**config.mk**
```make
export PLATFORM = sky130hd
export DESIGN_NAME = mode_switch_conditioner_flat
export DESIGN_NICKNAME = d
export VERILOG_FILES = /design/src/rtl/mode_switch_conditioner_if.sv /design/src/rtl/mode_switch_conditioner.sv /design/src/flat_wrapper.sv
export SDC_FILE = /design/constraint.sdc
export NUM_CORES = 1
export LEC_CHECK = 0
export ABC_AREA = 1
export CORE_MARGIN = 2
export CORE_UTILIZATION = 58
export DETAILED_ROUTE_END_ITERATION = 8
export PLACE_DENSITY = 0.77
export SETUP_SLACK_MARGIN = 0.1
export SKIP_LAST_GASP = 1
export SLEW_MARGIN = 10
export SYNTH_ARGS = -nofsm -noshare
export SYNTH_HDL_FRONTEND = slang
export SYNTH_SLANG_ARGS = --single-unit
```
**constraint.sdc**
```tcl
create_clock -name clk -period 2.02 [get_ports clk]
set_clock_uncertainty 0.2 [all_clocks]
set_input_delay 0.404 -clock clk [delete_from_list [all_inputs] [get_ports clk]]
set_output_delay 0.404 -clock clk [all_outputs]
set_load 0.01 [all_outputs]
```
**src/rtl/mode_switch_conditioner_if.sv**
```systemverilog
// Signal bundle between the board mode switch / Morse engine side and the mode conditioner.
interface mode_switch_conditioner_if;
    logic sw_raw;
    logic busy;
    logic mode;
    logic mode_change;
    logic pending;

    modport master (
        output sw_raw,
        output busy,
        input  mode,
        input  mode_change,
        input  pending
    );

    modport slave (
        input  sw_raw,
        input  busy,
        output mode,
        output mode_change,
        output pending
    );
endinterface

```
**src/rtl/mode_switch_conditioner.sv**
```systemverilog
// Synchronises and debounces the raw mode switch, then commits the clean level to `mode`
// only while the Morse engine is idle, pulsing mode_change once per commit.
module mode_switch_conditioner #(
    parameter int unsigned SYNC_STAGES     = 2,
    parameter int unsigned DEBOUNCE_CYCLES = 2_000_000
) (
    input  logic                        clk,
    input  logic                        rst_n,
    mode_switch_conditioner_if.slave    bus
);

    localparam int unsigned CNT_W = $clog2(DEBOUNCE_CYCLES + 1);
    localparam logic [CNT_W-1:0] CntMax = CNT_W'(DEBOUNCE_CYCLES - 1);

    typedef enum logic {StIdle, StWait} state_e;

    logic [SYNC_STAGES-1:0] sync_q, sync_d;
    logic                   s;
    logic                   deb_q, deb_d;
    logic [CNT_W-1:0]       cnt_q, cnt_d;
    state_e                 state_q, state_d;
    logic                   mode_q, mode_d;
    logic                   mode_change_q, mode_change_d;
    logic                   pending_q, pending_d;
    logic                   diff;
    logic                   can_commit;

    assign sync_d = {sync_q[SYNC_STAGES-2:0], bus.sw_raw};
    assign s      = sync_q[SYNC_STAGES-1];

    // Any matching sample throws away the accumulated count.
    always_comb begin
        deb_d = deb_q;
        cnt_d = cnt_q;
        if (s == deb_q) begin
            cnt_d = '0;
        end else if (cnt_q == CntMax) begin
            deb_d = s;
            cnt_d = '0;
        end else begin
            cnt_d = cnt_q + CNT_W'(1);
        end
    end

    assign diff = (deb_q != mode_q);
    // Blocking a commit right after another keeps mode_change from running two cycles back to back.
    assign can_commit = !bus.busy && !mode_change_q;

    always_comb begin
        state_d       = state_q;
        mode_d        = mode_q;
        mode_change_d = 1'b0;
        unique case (state_q)
            StIdle: begin
                if (diff) begin
                    if (can_commit) begin
                        mode_d        = deb_q;
                        mode_change_d = 1'b1;
                    end else if (bus.busy) begin
                        state_d = StWait;
                    end
                end
            end
            StWait: begin
                if (!diff) begin
                    state_d = StIdle;
                end else if (can_commit) begin
                    mode_d        = deb_q;
                    mode_change_d = 1'b1;
                    state_d       = StIdle;
                end
            end
            default: state_d = StIdle;
        endcase
    end

    assign pending_d = (deb_d != mode_d);

    always_ff @(posedge clk or negedge rst_n) begin
        if (!rst_n) begin
            sync_q        <= '0;
            deb_q         <= 1'b0;
            cnt_q         <= '0;
            state_q       <= StIdle;
            mode_q        <= 1'b0;
            mode_change_q <= 1'b0;
            pending_q     <= 1'b0;
        end else begin
            sync_q        <= sync_d;
            deb_q         <= deb_d;
            cnt_q         <= cnt_d;
            state_q       <= state_d;
            mode_q        <= mode_d;
            mode_change_q <= mode_change_d;
            pending_q     <= pending_d;
        end
    end

    assign bus.mode        = mode_q;
    assign bus.mode_change = mode_change_q;
    assign bus.pending     = pending_q;

endmodule
```
**src/flat_wrapper.sv**
```systemverilog
// flat-port wrapper written by rule: the top's interface ports become plain ports
module mode_switch_conditioner_flat 
#(
    parameter int unsigned SYNC_STAGES     = 2,
    parameter int unsigned DEBOUNCE_CYCLES = 2_000_000
)
  (clk, rst_n, bus_sw_raw, bus_busy, bus_mode, bus_mode_change, bus_pending);
  mode_switch_conditioner_if bus_i ();
  input  logic clk;
  input  logic rst_n;
  input wire logic [$bits(bus_i.sw_raw)-1:0] bus_sw_raw;
  input wire logic [$bits(bus_i.busy)-1:0] bus_busy;
  output wire logic [$bits(bus_i.mode)-1:0] bus_mode;
  output wire logic [$bits(bus_i.mode_change)-1:0] bus_mode_change;
  output wire logic [$bits(bus_i.pending)-1:0] bus_pending;
  assign bus_i.sw_raw = bus_sw_raw;
  assign bus_i.busy = bus_busy;
  assign bus_mode = bus_i.mode;
  assign bus_mode_change = bus_i.mode_change;
  assign bus_pending = bus_i.pending;
  mode_switch_conditioner #(.SYNC_STAGES(SYNC_STAGES), .DEBOUNCE_CYCLES(DEBOUNCE_CYCLES)) u_core (.clk(clk), .rst_n(rst_n), .bus(bus_i));
endmodule
```
==> flow_summary.ini <==
[global_routing]
grt_use_total_pct = 22.5
grt_pass1_vias = 1120
antenna_found_initial = 0
grt_max_degree = 28
gr-total-overflow = 0
grt_first_pass_wirelength_mm = 4.88

[synthesis]
synth_area_mm2 = 0.00147
synth_seq_area_share_pct = 45.9
syn-mean-instance-area_um2 = 7.67
ys_warn_count = 0
synth_seq_cells = 27
synthCells = 192
ys_types = 24
syn-num-nets = 197

[clock_network]
cts-root-buf = clkbuf_4
h-tree-depth = 1
cts_hold_buf = 0
cts_tree = yes
clockBufferDepth = 2
clk_pin_slew_ns = 0.16
numCtsBuffers = 3
cts_sinks = 27
insertion_delay_ns = 0.32
post_cts_buffers = 0

[die]
die_area_mm2 = 0.00296
initial_core_util_pct = 60.5
num_rows = 18
coreArea_mm2 = 0.00243
die_x_um = 54.4
io_pins = 7
die_h_um = 54.4

[sta]
clock.fmax_mhz = 538
setup-violations-final = 0
rsz0062_at_grt = no
hold_viol = 0
slew_headroom_pct = 77.9
worst_hold_slack_ns = 0.181
tns_ns = 0
period_share_pct = 92.1
finalCriticalPeriod_ns = 1.86
tightest_slew_ns = 0.331
slew_viol_final = 0

[worst_setup_path]
path_buf_inv = 1
critPathLaunchType = flip-flop
critPathArrivalTime_ns = 1.26
worstReg2RegStart = u_core.cnt_q[0]
crit_family = buffers and inverters
worstPathRequired_ns = 1.42
critPathLaunch = u_core.bus.mode_change
cp_cell_sequence = clkdlybuf4s50_1
max_stage_delay_ns = 0.54
end_kind = primary output
worstSetupPathType = reg -> out
worstPathMaxFanout = 3
slowest_stage = clkdlybuf4s50_1

[layout]
syn_to_final_growth_pct = 9.35
antennaDiodeCount = 0
fin_nets = 209
drive_above_1_share_pct = 10.8

[run]
maxCapViolCount = 0

[detailed_routing]
wl_met1_mm = 1.35
drt_pre_antenna_iters = 4
viasPerCell = 5.27
drt_wl_total_mm = 2.92
wl_met2_mm = 1.45
routed.top_layer = met4
wl_per_cell_um = 12.5
antenna_left = 0
dr_wl_met3_um = 117
vias = 1228
first_iter_violations = 40
drc = 0

[hold_path]
hp-class = reg -> reg
worstHoldStart = u_core.sync_q[0]

[power]
leakagePower_nw = 0.682
power.density_mw_per_mm2 = 536
peakVddDrop_mv = 0.415
p_total_mw = 0.863

[outcome]
status = finished clean

[place]
place_hpwl_mm = 2.27
globalplace.congestion = 0.912
port_buffers = 6
==> metal layers <==
layer,up-vias,track usage (%)
met3,2,3.01
li1,625,-
met5,-,0
met2,28,39.0
met1,573,30.6
met4,0,3.33
==> per-stage QoR <==
stage / area (µm²) / std cells / setup slack [ns] / util, %
2_1_floorplan: 1470 / 192 / 0.469 / -
3_3_place_gp: 1580 / 229 / 0.343 / 64.9
3_5_place_dp: 1580 / 229 / 0.266 / 64.9
4_1_cts: 1610 / 233 / 0.148 / 66.0
5_1_grt: 1610 / 233 / 0.104 / 66.2
6_report: 1610 / 233 / 0.160 / 66.2
==> worst paths after layout <==
check	to	slack [ns]	cells after the start
setup / recovery	bus_mode_change	0.16	1
hold / removal	u_core.sync_q[1]	0.18	0
setup reg to reg	u_core.cnt_q[17]	0.26	8
hold reg to reg	u_core.sync_q[1]	0.18	0
max in group asynchronous	u_core.cnt_q[0]	1.14	2
min in group asynchronous	u_core.cnt_q[13]	0.22	2
==> power by group <==
part / switching (mW) / total (mW) / internal (mW)
combinational: 0.0366 / 0.0648 / 0.0281
clock: 0.161 / 0.235 / 0.0740
sequential: 0.00966 / 0.564 / 0.554
total: 0.207 / 0.863 / 0.656
==> state kept, by name (all words and copies together), names as in the netlist <==
| name | flops |
|---|---|
| u_core.cnt_q | 21 |
| u_core.sync_q | 2 |
| u_core.bus.mode | 1 |
| u_core.bus.mode_change | 1 |
| u_core.bus.pending | 1 |
| u_core.deb_q | 1 |
==> final cells by class <==
type | instances | area, µm²
fill | 205 | 822
multi-input combinational | 144 | 721
sequential | 27 | 676
inverter | 21 | 78.8
timing repair buffer | 7 | 70.1
tap | 30 | 37.5
clock buffer | 3 | 22.5
clock inverter | 1 | 5.00
==> cells in the final DEF, fill, tap and decap left out <==
cell type        count
clkdlybuf4s50_1      5
a211oi_1             1
nor2_2               5
nor2_1              44
nor3b_1              1
dfrtp_1             27
xnor2_1              2
nand2_2              2
nor3_1               7
a21oi_1              3
a31oi_1              1
nand3_1             10
buf_4                1
xor2_1               6
nor2_4               2
nand3_2              3
clkbuf_4             3
and2_4               1
inv_2                1
nor3_2               1
xor2_2               1
nand4_1              5
o21ai_0              1
nand2_4              1
nand2_1             46
clkinv_2             1
ha_1                 1
inv_1               20
dlymetal6s2s_1       1
==> kinds of logic after synthesis <==
group	after synthesis	share of synthesized area, %
AO/OA/AOI/OAI	6	2.29
flip-flops	27	45.9
buffers and inverters	21	5.35
AND/OR/NAND/NOR	128	39.8
adder cells (fa/ha/maj)	1	0.849
XOR/XNOR	9	5.86
==> what timing repair did <==
action / 4_1_cts / 5_1_grt
resized for setup: 0 / 2
endpoints found under the hold margin: 0 / 0
setup endpoints to repair: 0 / 2
==> synthesized netlist by cell type, drive strengths merged <==
cell	n	area (µm²)
a211oi	1	7.51
nand3	13	80.1
nor2	51	216
o21ai	1	5.00
inv	21	78.8
xnor2	2	17.5
nor3b	1	7.51
xor2	7	68.8
and2	1	8.76
dfrtp	27	676
a31oi	1	6.26
nand4	5	31.3
nand2	49	196
nor3	8	45.0
a21oi	3	15.0
ha	1	12.5
Note: power is estimated with default switching activity, not from simulation.
==> RTL edit 1: new RTL, config.mk and constraints unchanged <==
`DEBOUNCE_CYCLES` is set to 2_000_000 in 2 places; all go to 1_000_000.
--- a/src/rtl/mode_switch_conditioner.sv
+++ b/src/rtl/mode_switch_conditioner.sv
@@ -2,7 +2,7 @@
 // only while the Morse engine is idle, pulsing mode_change once per commit.
 module mode_switch_conditioner #(
     parameter int unsigned SYNC_STAGES     = 2,
-    parameter int unsigned DEBOUNCE_CYCLES = 2_000_000
+    parameter int unsigned DEBOUNCE_CYCLES = 1_000_000
 ) (
     input  logic                        clk,
     input  logic                        rst_n,
--- a/src/flat_wrapper.sv
+++ b/src/flat_wrapper.sv
@@ -2,7 +2,7 @@
 module mode_switch_conditioner_flat 
 #(
     parameter int unsigned SYNC_STAGES     = 2,
-    parameter int unsigned DEBOUNCE_CYCLES = 2_000_000
+    parameter int unsigned DEBOUNCE_CYCLES = 1_000_000
 )
   (clk, rst_n, bus_sw_raw, bus_busy, bus_mode, bus_mode_change, bus_pending);
   mode_switch_conditioner_if bus_i ();
Formal check against the unedited RTL: no difference found for any inputs over 10 cycles, from zero or initial values and one cycle with rst_n low; that may be too few to reach the edited logic, so the function may still have changed.
==> RTL edit 1 against the unedited design <==
- total power increased by 2.2%
- routed wire length is 3.8% lower
- maximum frequency down 0.33%
- setup slack worse by 6.2 ps
- synthesized area is 2.5% lower
- sequential power down 3.7%
- utilization decreased by 0.26 points
- global-route usage rose by 0.64 points
- sequential cell count down 1
- cell area shrank 1.3%
- final cell count is 2.1% lower
- clock power increased by 12%
==> RTL edit 1: results <==
[run_status]
status = finished, final reports clean

[place]
hpwl_mm = 2.16
pre_cts_ws_ps = 272
gp_congestion = 0.837

[clock_network]
clockRootBuffer = clkbuf_4
cts.path.max_buffers = 2
clk_pin_slew_ps = 140
htreeDepth = 1

[worst_setup_path]
slowest_stage = clkdlybuf4s50_1
ff2ff_path_depth = 6
ff2ff_setup_slack_ps = 380
crit_end = bus_mode_change
critPathArrivalTime_ps = 1260
r2r_end = u_core.cnt_q[9]$_DFF_PN0_
cp-startpoint = u_core.bus.mode_change$_DFF_PN0_
crit_path_max_incr_delay_ps = 550

[routing]
wirelength_met1_mm = 1.36
drt-total-wl_mm = 2.81
vias = 1186
wl_met3_um = 57
drt_iter0_markers = 22
top_layer_used = met4
dr_wl_met2_mm = 1.36

[min_path]
min_path_type = reg2reg
hold_end = u_core.sync_q[1]$_DFF_PN0_
min_path_cells = 0
worstHoldStart = u_core.sync_q[0]$_DFF_PN0_

[synthesis]
ys_top_cells_by_area = dfrtp_1 45%, nor2_1 11%, nand2_1 9.7%
seq_area_frac_synth_pct = 45.3
synth_commonest_cells = 41 x nor2_1, 37 x nand2_1, 26 x dfrtp_1
synthArstFlopShare_pct = 100
synth_cell_type_count = 19
synth_flop_cell = dfrtp_1
ys_warn_count = 0
syn-num-nets = 191

[global_routing]
grt_pass1_wl_mm = 4.84
grt_util_all_layers_pct = 23.1
first_global_vias = 1134
grt_start_max_net_pins = 27
antenna_found_initial = 0

[timing]
final-max-slew-violation-count = 0
slew_headroom_pct = 77.9
fin_crit_sh_pct = 92.4

[pwr]
ir_drop_v = 0.000533
switching_power_uw = 203
leakagePower_uw = 0.000696

[finish]
diodes = 0
fillers = 212
nNetsFinal = 204
drive_gt1_share_pct = 11.6
reg_top3 = u_core.cnt_q x20, u_core.sync_q x2
RTL edit 1: power groups by stage:
stage	Sequential (uW)	Combinational [uW]	Clock, uW
after global placement	552	68.6	0
after detailed placement	553	70.9	0
after global routing	544	85.1	294
final	543	74.9	264
after floorplan	555	28.5	0
after CTS	544	71.3	272
RTL edit 1: cells by family (layout without fill, tap and decap cells):
logic type / Yosys count / in the layout / share of synthesized area, %
AND/OR/NAND/NOR: 118 / 118 / 37.7
XOR/XNOR: 13 / 13 / 7.93
flip-flops: 26 / 26 / 45.3
AO/OA/AOI/OAI: 8 / 8 / 2.96
adder cells (fa/ha/maj): 1 / 1 / 0.871
buffers and inverters: 20 / 32 / 5.23
RTL edit 1: repair_timing:
| item | in CTS | in global routing |
|---|---|---|
| buffers inserted | 0 | 1 |
| setup endpoints to repair | 0 | 1 |
| hold buffers | 0 | 0 |
RTL edit 1: layout make-up:
class	count	area (um^2)	share of cell area (%)
Multi-Input combinational cell	140	711	44.7
Sequential cell	26	651	40.9
Timing Repair Buffer	9	82.6	5.20
Inverter	19	71.3	4.49
Tap cell	30	37.5	2.36
Clock buffer	4	36.3	2.28
RTL edit 1: metrics by stage:
stage / instance area, um^2 / power [uW] / std cells / hold WS [ps]
after floorplan: 1440 / 584 / 186 / -91.6
after global placement: 1550 / 621 / 223 / 139
after detailed placement: 1550 / 624 / 223 / 142
after CTS: 1580 / 887 / 227 / 174
after global routing: 1590 / 923 / 228 / 188
final: 1590 / 882 / 228 / 172
RTL edit 1: layer usage:
layer | up-vias | global-route usage, %
li1 | 602 | -
met1 | 562 | 30.5
met2 | 16 | 38.4
met3 | 6 | 3.61
met4 | 0 | 8.55
met5 | - | 0
==> RTL edit 2: new RTL, same flow settings <==
Without the edit above. Make the reset (`rst_n`) synchronous in one clocked block.
--- a/src/rtl/mode_switch_conditioner.sv
+++ b/src/rtl/mode_switch_conditioner.sv
@@ -76,7 +76,7 @@
 
     assign pending_d = (deb_d != mode_d);
 
-    always_ff @(posedge clk or negedge rst_n) begin
+    always_ff @(posedge clk) begin
         if (!rst_n) begin
             sync_q        <= '0;
             deb_q         <= 1'b0;
Check against the original RTL: no difference found for any inputs over 10 cycles, from zero or initial values and one cycle with rst_n low; that may be too few to reach the edited logic, so the function may still have changed.
==> RTL edit 2 against the unedited design <==
- hold slack better by 53 ps
- setup slack improved by 3.5 ps
- synthesized area decreased by 8.2%
- routed wire length shrank 20%
- sequential cell count stayed put
- cell area is 8.4% lower
- via count fell by 7.2%
Power is not compared: it rests on default switching activity, and its combinational part moved more than twofold at a synthesized area within 25%.
==> RTL edit 2: results <==
[finish]
seq_area_um2 = 541
diodes = 0
inverters = 29
clock_area_share_pct = 1.78
multi_input_gates = 129
drive_gt1_share_pct = 14.3
multi_input_area_um2 = 693
buf_share_pct = 4.58
fillers = 203
multi_input_area_share_pct = 47.0
nNetsFinal = 202
nClkBuffers = 4

[synthesis]
synthArstFlopShare_pct = 0
synth_cell_type_count = 28
seq_area_frac_synth_pct = 40.0
synth_commonest_cells = 33 x nand2_1, 31 x nor2_1, 27 x dfxtp_1
ys_top_cells_by_area = dfxtp_1 40%, nand2_1 9.2%, nor2_1 8.6%
synth-adder-area-share_pct = 0.925
synthCells = 186
synth_compound_area_share_pct = 5.37
synth_xor_area_share_pct = 5.18
synth_flop_cell = dfxtp_1

[place]
placed_area_mm2 = 0.00144
gp_congestion = 0.816
placed_cells = 220
port_buffers = 6
hpwl_mm = 1.85

[worst_setup_path]
cp-startpoint = u_core.bus.mode$_SDFF_PN0_
ff2ff_setup_slack_ps = 260
ff2ff_path_depth = 9
r2r_end = u_core.cnt_q[13]$_SDFF_PP0_
crit_end = bus_mode
reg2reg_from = u_core.cnt_q[0]$_SDFF_PP0_

[pwr]
comb_power_share_pct = 2.4
ir_drop_v = 0.000398

[min_path]
worstHoldStart = u_core.sync_q[0]$_SDFF_PN0_
hold_end = u_core.sync_q[1]$_SDFF_PN0_
min_path_cells = 2
min_path_type = reg2reg

[global_routing]
first_global_vias = 1060
grt_start_max_net_pins = 16
grt_pass1_wl_mm = 4.20
grt_util_all_layers_pct = 20.4

[routing]
via_per_inst = 5.08
drt_iter0_markers = 20
drt-total-wl_mm = 2.35
wire_per_inst_um = 10.5

[run_status]
status = finished, final reports clean

[timing]
worst_pin_slew_ps = 325
RTL edit 2: changes by cell type after synthesis, sizes merged, moves of 2 or more:
cell / change
dfrtp: -27
dfxtp: +27
nor2: -13
nand2: -9
inv: +7
a21oi: +5
nand3: +2
o21ai: +2
xor2: -2
RTL edit 2: per-layer routing:
layer | wire (um) | track usage, % | up-vias
li1 | - | - | 603
met1 | 1140 | 25.1 | 524
met2 | 1130 | 35.6 | 8
met3 | 48 | 3.43 | 4
met4 | 23 | 6.84 | 0
met5 | 0 | 0 | -
RTL edit 2: stage by stage:
stage / worst slack (ps) / utilization, % / power (uW) / hold slack, ps
6_report: 164 / 66.7 / 791 / 233
5_1_grt: 112 / 66.7 / 815 / 278
4_1_cts: 160 / 66.5 / 796 / 252
3_5_place_dp: 88.5 / 65.3 / 567 / 220
3_3_place_gp: 130 / 65.3 / 566 / 197
2_1_floorplan: 469 / - / 558 / 190
